## src/rtl/header_classify_stage.sv

```systemverilog
`default_nettype none
// +----------------------------------------------------------------------------+
// | Module      : header_classify_stage                                        |
// | Description : Input stage of the output-port-lookup pipeline. Buffers the   |
// |               AXI-Stream in a small FIFO and drives it out through a fully  |
// |               handshaked register. Classifies each packet header beat      |
// |               against the per-port MAC table and keeps saturating counters. |
// | Revision    : 1.0 - initial release                                        |
// +----------------------------------------------------------------------------+
module header_classify_stage #(
  parameter int C_S_AXI_DATA_WIDTH = 32,
  parameter int C_AXIS_DATA_WIDTH  = 256,
  parameter int C_AXIS_TUSER_WIDTH = 128,
  parameter int FIFO_DEPTH_BITS    = 2,
  parameter int NUM_PORTS          = 4,
  parameter int SRC_PORT_POS       = 16
) (
  input  logic                              AXI_ACLK,
  input  logic                              AXI_RESETN,
  input  logic [C_AXIS_DATA_WIDTH-1:0]      S_AXIS_TDATA,
  input  logic [C_AXIS_DATA_WIDTH/8-1:0]    S_AXIS_TSTRB,
  input  logic [C_AXIS_TUSER_WIDTH-1:0]     S_AXIS_TUSER,
  input  logic                              S_AXIS_TVALID,
  output logic                              S_AXIS_TREADY,
  input  logic                              S_AXIS_TLAST,
  output logic [C_AXIS_DATA_WIDTH-1:0]      M_AXIS_TDATA,
  output logic [C_AXIS_DATA_WIDTH/8-1:0]    M_AXIS_TSTRB,
  output logic [C_AXIS_TUSER_WIDTH-1:0]     M_AXIS_TUSER,
  output logic                              M_AXIS_TLAST,
  output logic                              M_AXIS_TVALID,
  input  logic                              M_AXIS_TREADY,
  input  logic [48*NUM_PORTS-1:0]           mac_table,
  input  logic                              counters_clear,
  output logic [C_S_AXI_DATA_WIDTH-1:0]     pkt_count,
  output logic [C_S_AXI_DATA_WIDTH-1:0]     arp_count,
  output logic [C_S_AXI_DATA_WIDTH-1:0]     ipv4_count,
  output logic [C_S_AXI_DATA_WIDTH-1:0]     ospf_count,
  output logic [C_S_AXI_DATA_WIDTH-1:0]     non_ip_count,
  output logic [C_S_AXI_DATA_WIDTH-1:0]     wrong_mac_count,
  output logic [C_S_AXI_DATA_WIDTH-1:0]     cpu_count
);

  localparam int STRB_W  = C_AXIS_DATA_WIDTH / 8;
  localparam int ENTRY_W = 1 + C_AXIS_TUSER_WIDTH + STRB_W + C_AXIS_DATA_WIDTH;
  localparam int DEPTH   = 1 << FIFO_DEPTH_BITS;
  localparam int NUM_CNT = 7;

  // Counter slots
  localparam int CNT_PKT    = 0;
  localparam int CNT_ARP    = 1;
  localparam int CNT_IPV4   = 2;
  localparam int CNT_OSPF   = 3;
  localparam int CNT_NON_IP = 4;
  localparam int CNT_WRONG  = 5;
  localparam int CNT_CPU    = 6;

  localparam logic [FIFO_DEPTH_BITS-1:0]    PTR_ONE = FIFO_DEPTH_BITS'(1);
  localparam logic [FIFO_DEPTH_BITS:0]      OCC_ONE = (FIFO_DEPTH_BITS + 1)'(1);
  localparam logic [C_S_AXI_DATA_WIDTH-1:0] CNT_ONE = C_S_AXI_DATA_WIDTH'(1);
  localparam logic [C_S_AXI_DATA_WIDTH-1:0] CNT_MAX = '1;

  // ---------------------------------------------------------------- FIFO
  logic [ENTRY_W-1:0]         mem [DEPTH];
  logic [FIFO_DEPTH_BITS-1:0] wr_ptr;
  logic [FIFO_DEPTH_BITS-1:0] rd_ptr;
  logic [FIFO_DEPTH_BITS:0]   occupancy;
  logic [ENTRY_W-1:0]         head;
  logic                       wr_en;
  logic                       rd_en;

  // Occupancy never exceeds DEPTH, so the MSB alone flags "full".
  assign S_AXIS_TREADY = ~occupancy[FIFO_DEPTH_BITS];
  assign wr_en         = S_AXIS_TVALID & S_AXIS_TREADY;
  assign rd_en         = (occupancy != '0) & (~M_AXIS_TVALID | M_AXIS_TREADY);
  assign head          = mem[rd_ptr];

  // Storage array; no reset needed, validity is tracked by occupancy
  always_ff @(posedge AXI_ACLK) begin
    if (wr_en) begin
      mem[wr_ptr] <= {S_AXIS_TLAST, S_AXIS_TUSER, S_AXIS_TSTRB, S_AXIS_TDATA};
    end
  end

  // Pointer and occupancy bookkeeping; depth is a power of two so pointers wrap freely
  always_ff @(posedge AXI_ACLK or negedge AXI_RESETN) begin
    if (!AXI_RESETN) begin
      wr_ptr    <= '0;
      rd_ptr    <= '0;
      occupancy <= '0;
    end else begin
      if (wr_en) wr_ptr <= wr_ptr + PTR_ONE;
      if (rd_en) rd_ptr <= rd_ptr + PTR_ONE;
      case ({wr_en, rd_en})
        2'b10:   occupancy <= occupancy + OCC_ONE;
        2'b01:   occupancy <= occupancy - OCC_ONE;
        default: occupancy <= occupancy;
      endcase
    end
  end

  // Output register: reload from the FIFO head whenever it is free or being consumed
  always_ff @(posedge AXI_ACLK or negedge AXI_RESETN) begin
    if (!AXI_RESETN) begin
      M_AXIS_TVALID <= 1'b0;
      M_AXIS_TDATA  <= '0;
      M_AXIS_TSTRB  <= '0;
      M_AXIS_TUSER  <= '0;
      M_AXIS_TLAST  <= 1'b0;
    end else if (rd_en) begin
      M_AXIS_TVALID <= 1'b1;
      {M_AXIS_TLAST, M_AXIS_TUSER, M_AXIS_TSTRB, M_AXIS_TDATA} <= head;
    end else if (M_AXIS_TREADY) begin
      // Consumed with nothing behind it: go idle, data is left as-is
      M_AXIS_TVALID <= 1'b0;
    end
  end

  // ------------------------------------------------------ classification
  logic                 sop;
  logic                 classify;
  logic [47:0]          dst_mac;
  logic [15:0]          ethertype;
  logic [3:0]           ip_version;
  logic [7:0]           ip_proto;
  logic [7:0]           src_port;
  logic [NUM_PORTS-1:0] port_valid;
  logic [NUM_PORTS-1:0] port_hit;
  logic                 is_cpu;
  logic                 is_bcast;
  logic [NUM_CNT-1:0]   inc;

  assign dst_mac    = S_AXIS_TDATA[255:208];
  assign ethertype  = S_AXIS_TDATA[159:144];
  assign ip_version = S_AXIS_TDATA[143:140];
  assign ip_proto   = S_AXIS_TDATA[71:64];
  assign src_port   = S_AXIS_TUSER[SRC_PORT_POS +: 8];
  assign classify   = wr_en & sop;
  assign is_cpu     = |(src_port & 8'hAA);
  assign is_bcast   = (dst_mac == 48'hFFFF_FFFF_FFFF);

  generate
    for (genvar i = 0; i < NUM_PORTS; i++) begin : g_port
      assign port_valid[i] = src_port[2*i];
      assign port_hit[i]   = src_port[2*i] & (dst_mac == mac_table[48*i +: 48]);
    end
  endgenerate

  // Start-of-packet tracking: the beat after a TLAST (or after reset) is a header
  always_ff @(posedge AXI_ACLK or negedge AXI_RESETN) begin
    if (!AXI_RESETN) begin
      sop <= 1'b1;
    end else if (wr_en) begin
      sop <= S_AXIS_TLAST;
    end
  end

  // Per-packet counter selection; MAC and ethertype categories are independent
  always_comb begin
    inc = '0;
    inc[CNT_PKT] = 1'b1;
    if (is_cpu) begin
      inc[CNT_CPU] = 1'b1;
    end else if (!(|port_valid) || !((|port_hit) || is_bcast)) begin
      inc[CNT_WRONG] = 1'b1;
    end
    if (ethertype == 16'h0806) begin
      inc[CNT_ARP] = 1'b1;
    end else if ((ethertype == 16'h0800) && (ip_version == 4'd4)) begin
      inc[CNT_IPV4] = 1'b1;
      if (ip_proto == 8'd89) inc[CNT_OSPF] = 1'b1;
    end else begin
      inc[CNT_NON_IP] = 1'b1;
    end
  end

  logic [C_S_AXI_DATA_WIDTH-1:0] cnt [NUM_CNT];

  // Statistics counters: clear wins over a same-cycle increment, increments saturate
  always_ff @(posedge AXI_ACLK or negedge AXI_RESETN) begin
    if (!AXI_RESETN) begin
      for (int k = 0; k < NUM_CNT; k++) cnt[k] <= '0;
    end else begin
      for (int k = 0; k < NUM_CNT; k++) begin
        if (counters_clear) begin
          cnt[k] <= '0;
        end else if (classify && inc[k] && (cnt[k] != CNT_MAX)) begin
          cnt[k] <= cnt[k] + CNT_ONE;
        end
      end
    end
  end

  assign pkt_count       = cnt[CNT_PKT];
  assign arp_count       = cnt[CNT_ARP];
  assign ipv4_count      = cnt[CNT_IPV4];
  assign ospf_count      = cnt[CNT_OSPF];
  assign non_ip_count    = cnt[CNT_NON_IP];
  assign wrong_mac_count = cnt[CNT_WRONG];
  assign cpu_count       = cnt[CNT_CPU];

endmodule
`default_nettype wire
```

## config.mk

```make
export PLATFORM = sky130hd
export DESIGN_NAME = header_classify_stage
export DESIGN_NICKNAME = d
export VERILOG_FILES = /design/src/rtl/header_classify_stage.sv
export SDC_FILE = /design/constraint.sdc
export NUM_CORES = 2
export LEC_CHECK = 0
export CAP_MARGIN = 30
export CORE_AREA = 2 2 483 485
export DETAILED_ROUTE_END_ITERATION = 16
export DIE_AREA = 0 0 485 487
export HOLD_SLACK_MARGIN = 0.15
export PLACE_DENSITY_LB_ADDON = 0.15
export SKIP_LAST_GASP = 1
export SLEW_MARGIN = 30
export SYNTH_ARGS = -nofsm -noshare
export SYNTH_HDL_FRONTEND = slang
export SYNTH_SLANG_ARGS = --single-unit
```

## constraint.sdc

```tcl
create_clock -name AXI_ACLK -period 32.7 [get_ports AXI_ACLK]
set_input_delay 6.54 -clock AXI_ACLK [delete_from_list [all_inputs] [get_ports AXI_ACLK]]
set_output_delay 6.54 -clock AXI_ACLK [all_outputs]
set_load 0.005 [all_outputs]
```

==> run_results.csv <==
group,metric,value,unit
status,status,"completed",
synth,ys_types,57,
synth,post-synth-top-count-cell,"edfxtp_1",
power_and_ir_drop,power.switching,0.00259,W
die,dieHeight,487,um
power_and_ir_drop,p_clk_share,29.6,%
sta,rsz0062_at_grt,"no",
sta,hold_slack,503,ps
power_and_ir_drop,switching_share,27.7,%
synth,synth_xor_area_share,3.34,%
route,final_antenna_net_count,0,
synth,synthAdderAreaFrac,0.189,%
route,via_per_inst,5.31,
synth,synthTopCellsByCount,"edfxtp_1, dfrtp_1, mux2_2, mux4_2, nor2_1",
die,rows,177,
worst_setup_path,worst_path_max_delay_cell,"clkdlybuf4s50_1",
global_routing,first_global_vias,50564,
finish,nNetsFinal,6678,
synth,synth_area_leaders,"edfxtp_1, dfrtp_1, mux4_2",
sta,clock.fmax,102,MHz
finish,syn_to_final_growth,27.3,%
synth,synthSimpleGateAreaFrac,4.61,%
finish,drive_gt1_share,20.9,%
clocking,cts_resized,0,
die,core_area,231000,um^2
clocking,cts_setup_buffers,0,
sta,worst_pin_slew,1040,ps
worst_setup_path,path_max_fanout,61,
synth,synthMuxAreaShare,15.8,%
worst_setup_path,rrSetupSlack,28570,ps
worst_setup_path,slowest_delay,1100,ps
worst_setup_path,arrival,10610,ps
clocking,cts_root_buf,"clkbuf_16",
finish,stdcell_count,9344,
worst_setup_path,timing.critical_path.buf_inv,2,
clocking,numCtsBuffers,240,
route,top_layer,"met5",
die,start_util,38.8,%
synth,seq_area_frac_synth,73.9,%
synth,ys_async_sr_fraction,28.0,%
synth,synth_nets,5349,
finish,largest_register_ff_count,1668,
power_and_ir_drop,intPower,0.00676,W
power_and_ir_drop,total_power,0.00935,W
worst_setup_path,required,33460,ps
worst_hold_path,whs_path_depth,1,
sta,finalCritPeriodShare,30.1,%
synth,yosys_warnings,0,
sta,finalSetupViolCount,0,
place,io_buffers,1256,
synth,synth.ff_latch_count,2318,
route,drt-initial-drc-count,3715,
worst_setup_path,r2r_start,"occupancy[2]",
sta,fin_skew,76.2,ps
worst_setup_path,endpoint_kind,"register",
finish,top_regs,"mem: 1668 flops, M_AXIS_TDATA: 256 flops, M_AXIS_TUSER: 128 flops",
synth,synth_area_per_cell,19.0,um^2
power_and_ir_drop,combPwrFrac,27.5,%
synth,yosysTopAreaCellShare,55.8,%
power_and_ir_drop,irDropWorstVdd,0.0502,mV
power_and_ir_drop,p_leak,39.0,nW
global_routing,antenna_found_initial,98,
worst_setup_path,startpoint_type,"input port",
synth,synth_top_family_by_area,"multiplexers",
clocking,clock_latency,890,ps
die,die_area,236000,um^2
worst_hold_path,hold_path.class,"register to register",
route,drc,0,
worst_hold_path,hold_path_end,"M_AXIS_TUSER[90]",
sta,hold_viol_final,0,
global_routing,grt_max_degree,157,
route,wl_per_cell,28.9,um
die,die_x,485,um
route,wirelength,270,mm
clocking,ctsLongestPathBuffers,3,
synth,postSynthCellCount,4722,
worst_setup_path,r2r_end,"M_AXIS_TDATA[43]",
sta,setup_tns,0,ps
clocking,ctsHoldBuffers,0,
route,wl_met3,23.2,mm
route,vias,49651,
sta,final.min_clock_period,9840,ps
synth,synth_compound_area_share,0.993,%
sta,slew-limit-headroom,30.8,%
die,ioPinCount,1257,
place,dp_hpwl,180,mm
synth,synth-edff-count,1668,
route,wl_met1,110,mm
global_routing,grt_pass1_wl,383,mm
worst_hold_path,hold_start,"M_AXIS_TUSER[90]",
worst_setup_path,path_delay_family,"simple AND/OR/NAND/NOR gates",
power_and_ir_drop,seqPwrFrac,42.9,%
finish,regMostFlops,"mem",
finish,fillers,19202,
clocking,cts.clk_slew.worst_paths,60,ps
route,first_pass_iters,7,
power_and_ir_drop,powerDensity,81.8,nW/um^2
place,dp_cells,8848,
synth,yosysTopAreaCell,"edfxtp_1",
run,maxCapViolCount,0,
clocking,clock_sinks,2318,
place,globalplace.congestion,0.912,
synth,syn_area,89800,um^2
clocking,cts.htree.levels,4,
global_routing,gr-usage-all-layers,22.6,%
clocking,tritoncts,"yes",
worst_setup_path,worstSetupPathType,"input port to register",
synth,dominantRegCellSynth,"edfxtp_1",
route,met2_length,127,mm
global_routing,grt_overflow,0,
worst_setup_path,reg2reg_depth,6,
worst_setup_path,crit_chain,"clkdlybuf4s50_1 > xor2_1 > nor4_4 > nand4_1 > or4_1 > o211ai_1 > buf_4 > nor2_1 > mux2_1",
sta,drv_slew,0,
-- cell families after synthesis --
| kind of cell | after synthesis |
|---|---|
| multiplexers | 843 |
| AO/OA/AOI/OAI | 148 |
| XOR/XNOR | 343 |
| adder cells (fa/ha/maj) | 13 |
| flip-flops | 2318 |
| AND/OR/NAND/NOR | 771 |
| buffers and inverters | 286 |
-- metal layers --
| metal | up-vias | GRT usage (%) |
|---|---|---|
| met5 | - | 0 |
| li1 | 21335 | - |
| met1 | 26081 | 29.8 |
| met4 | 88 | 7.32 |
| met3 | 486 | 7.34 |
| met2 | 1661 | 35.3 |
-- through the flow --
step	setup slack [ps]	utilization, %	cell area [um^2]
floorplan	15560	-	89800
global placement	21720	45.8	106000
detailed placement	21850	45.8	106000
CTS	22830	49.3	114000
global route	22710	49.4	114000
finish	22860	49.4	114000
-- power by group through the flow --
stage	combinational [W]	sequential (W)	clock [W]
floorplan	0.00134	0.00414	0
global placement	0.00261	0.00406	0
detailed placement	0.00262	0.00408	0
CTS	0.00263	0.00402	0.00284
global route	0.00274	0.00407	0.00295
finish	0.00257	0.00401	0.00277
-- cells in the final DEF (no fill, tap or decap), types with 39 or more instances in the layout --
master and n:
a21oi_1 59, buf_4 61, clkbuf_1 61, clkbuf_16 243, clkdlybuf4s50_1 1252, clkinv_2 48
dfrtp_1 647, edfxtp_1 1668, inv_1 39, mux2_2 418, mux4_2 417, nand2_1 86
nand3_1 90, nand4_1 107, nor2_1 197, nor3_1 50, nor4_1 42, xnor2_1 190
xor2_1 153
-- worst register-to-register path: cells and delay by family, from the launching register on --
kind / cells / cell delay (ps)
buffers and inverters: 3 / 2220
flip-flops: 1 / 390
AND/OR/NAND/NOR: 1 / 160
AO/OA/AOI/OAI: 1 / 740
multiplexers: 1 / 480
-- final cells by class --
class,count,area (um^2),area share (%)
sequential,2318,66400,58.0
multi-input combinational,2118,22500,19.6
timing repair buffer,1334,13400,11.7
clock buffer,335,6740,5.89
tap,3043,3810,3.33
clock inverter,124,1370,1.20
inverter,39,146,0.128
antenna,33,82.6,0.0722
-- worst max path at each step --
stage / to / from / depth (start not counted)
after floorplan: mem[0][0] / S_AXIS_TVALID / 3
after global placement: wrong_mac_count[0] / S_AXIS_TDATA[230] / 9
after detailed placement: ipv4_count[19] / S_AXIS_TDATA[153] / 8
after CTS: ipv4_count[19] / S_AXIS_TDATA[153] / 8
after global routing: M_AXIS_TDATA[43] / M_AXIS_TREADY / 7
final: wrong_mac_count[0] / S_AXIS_TDATA[221] / 9
No activity file was read; power rests on OpenSTA's default activity.
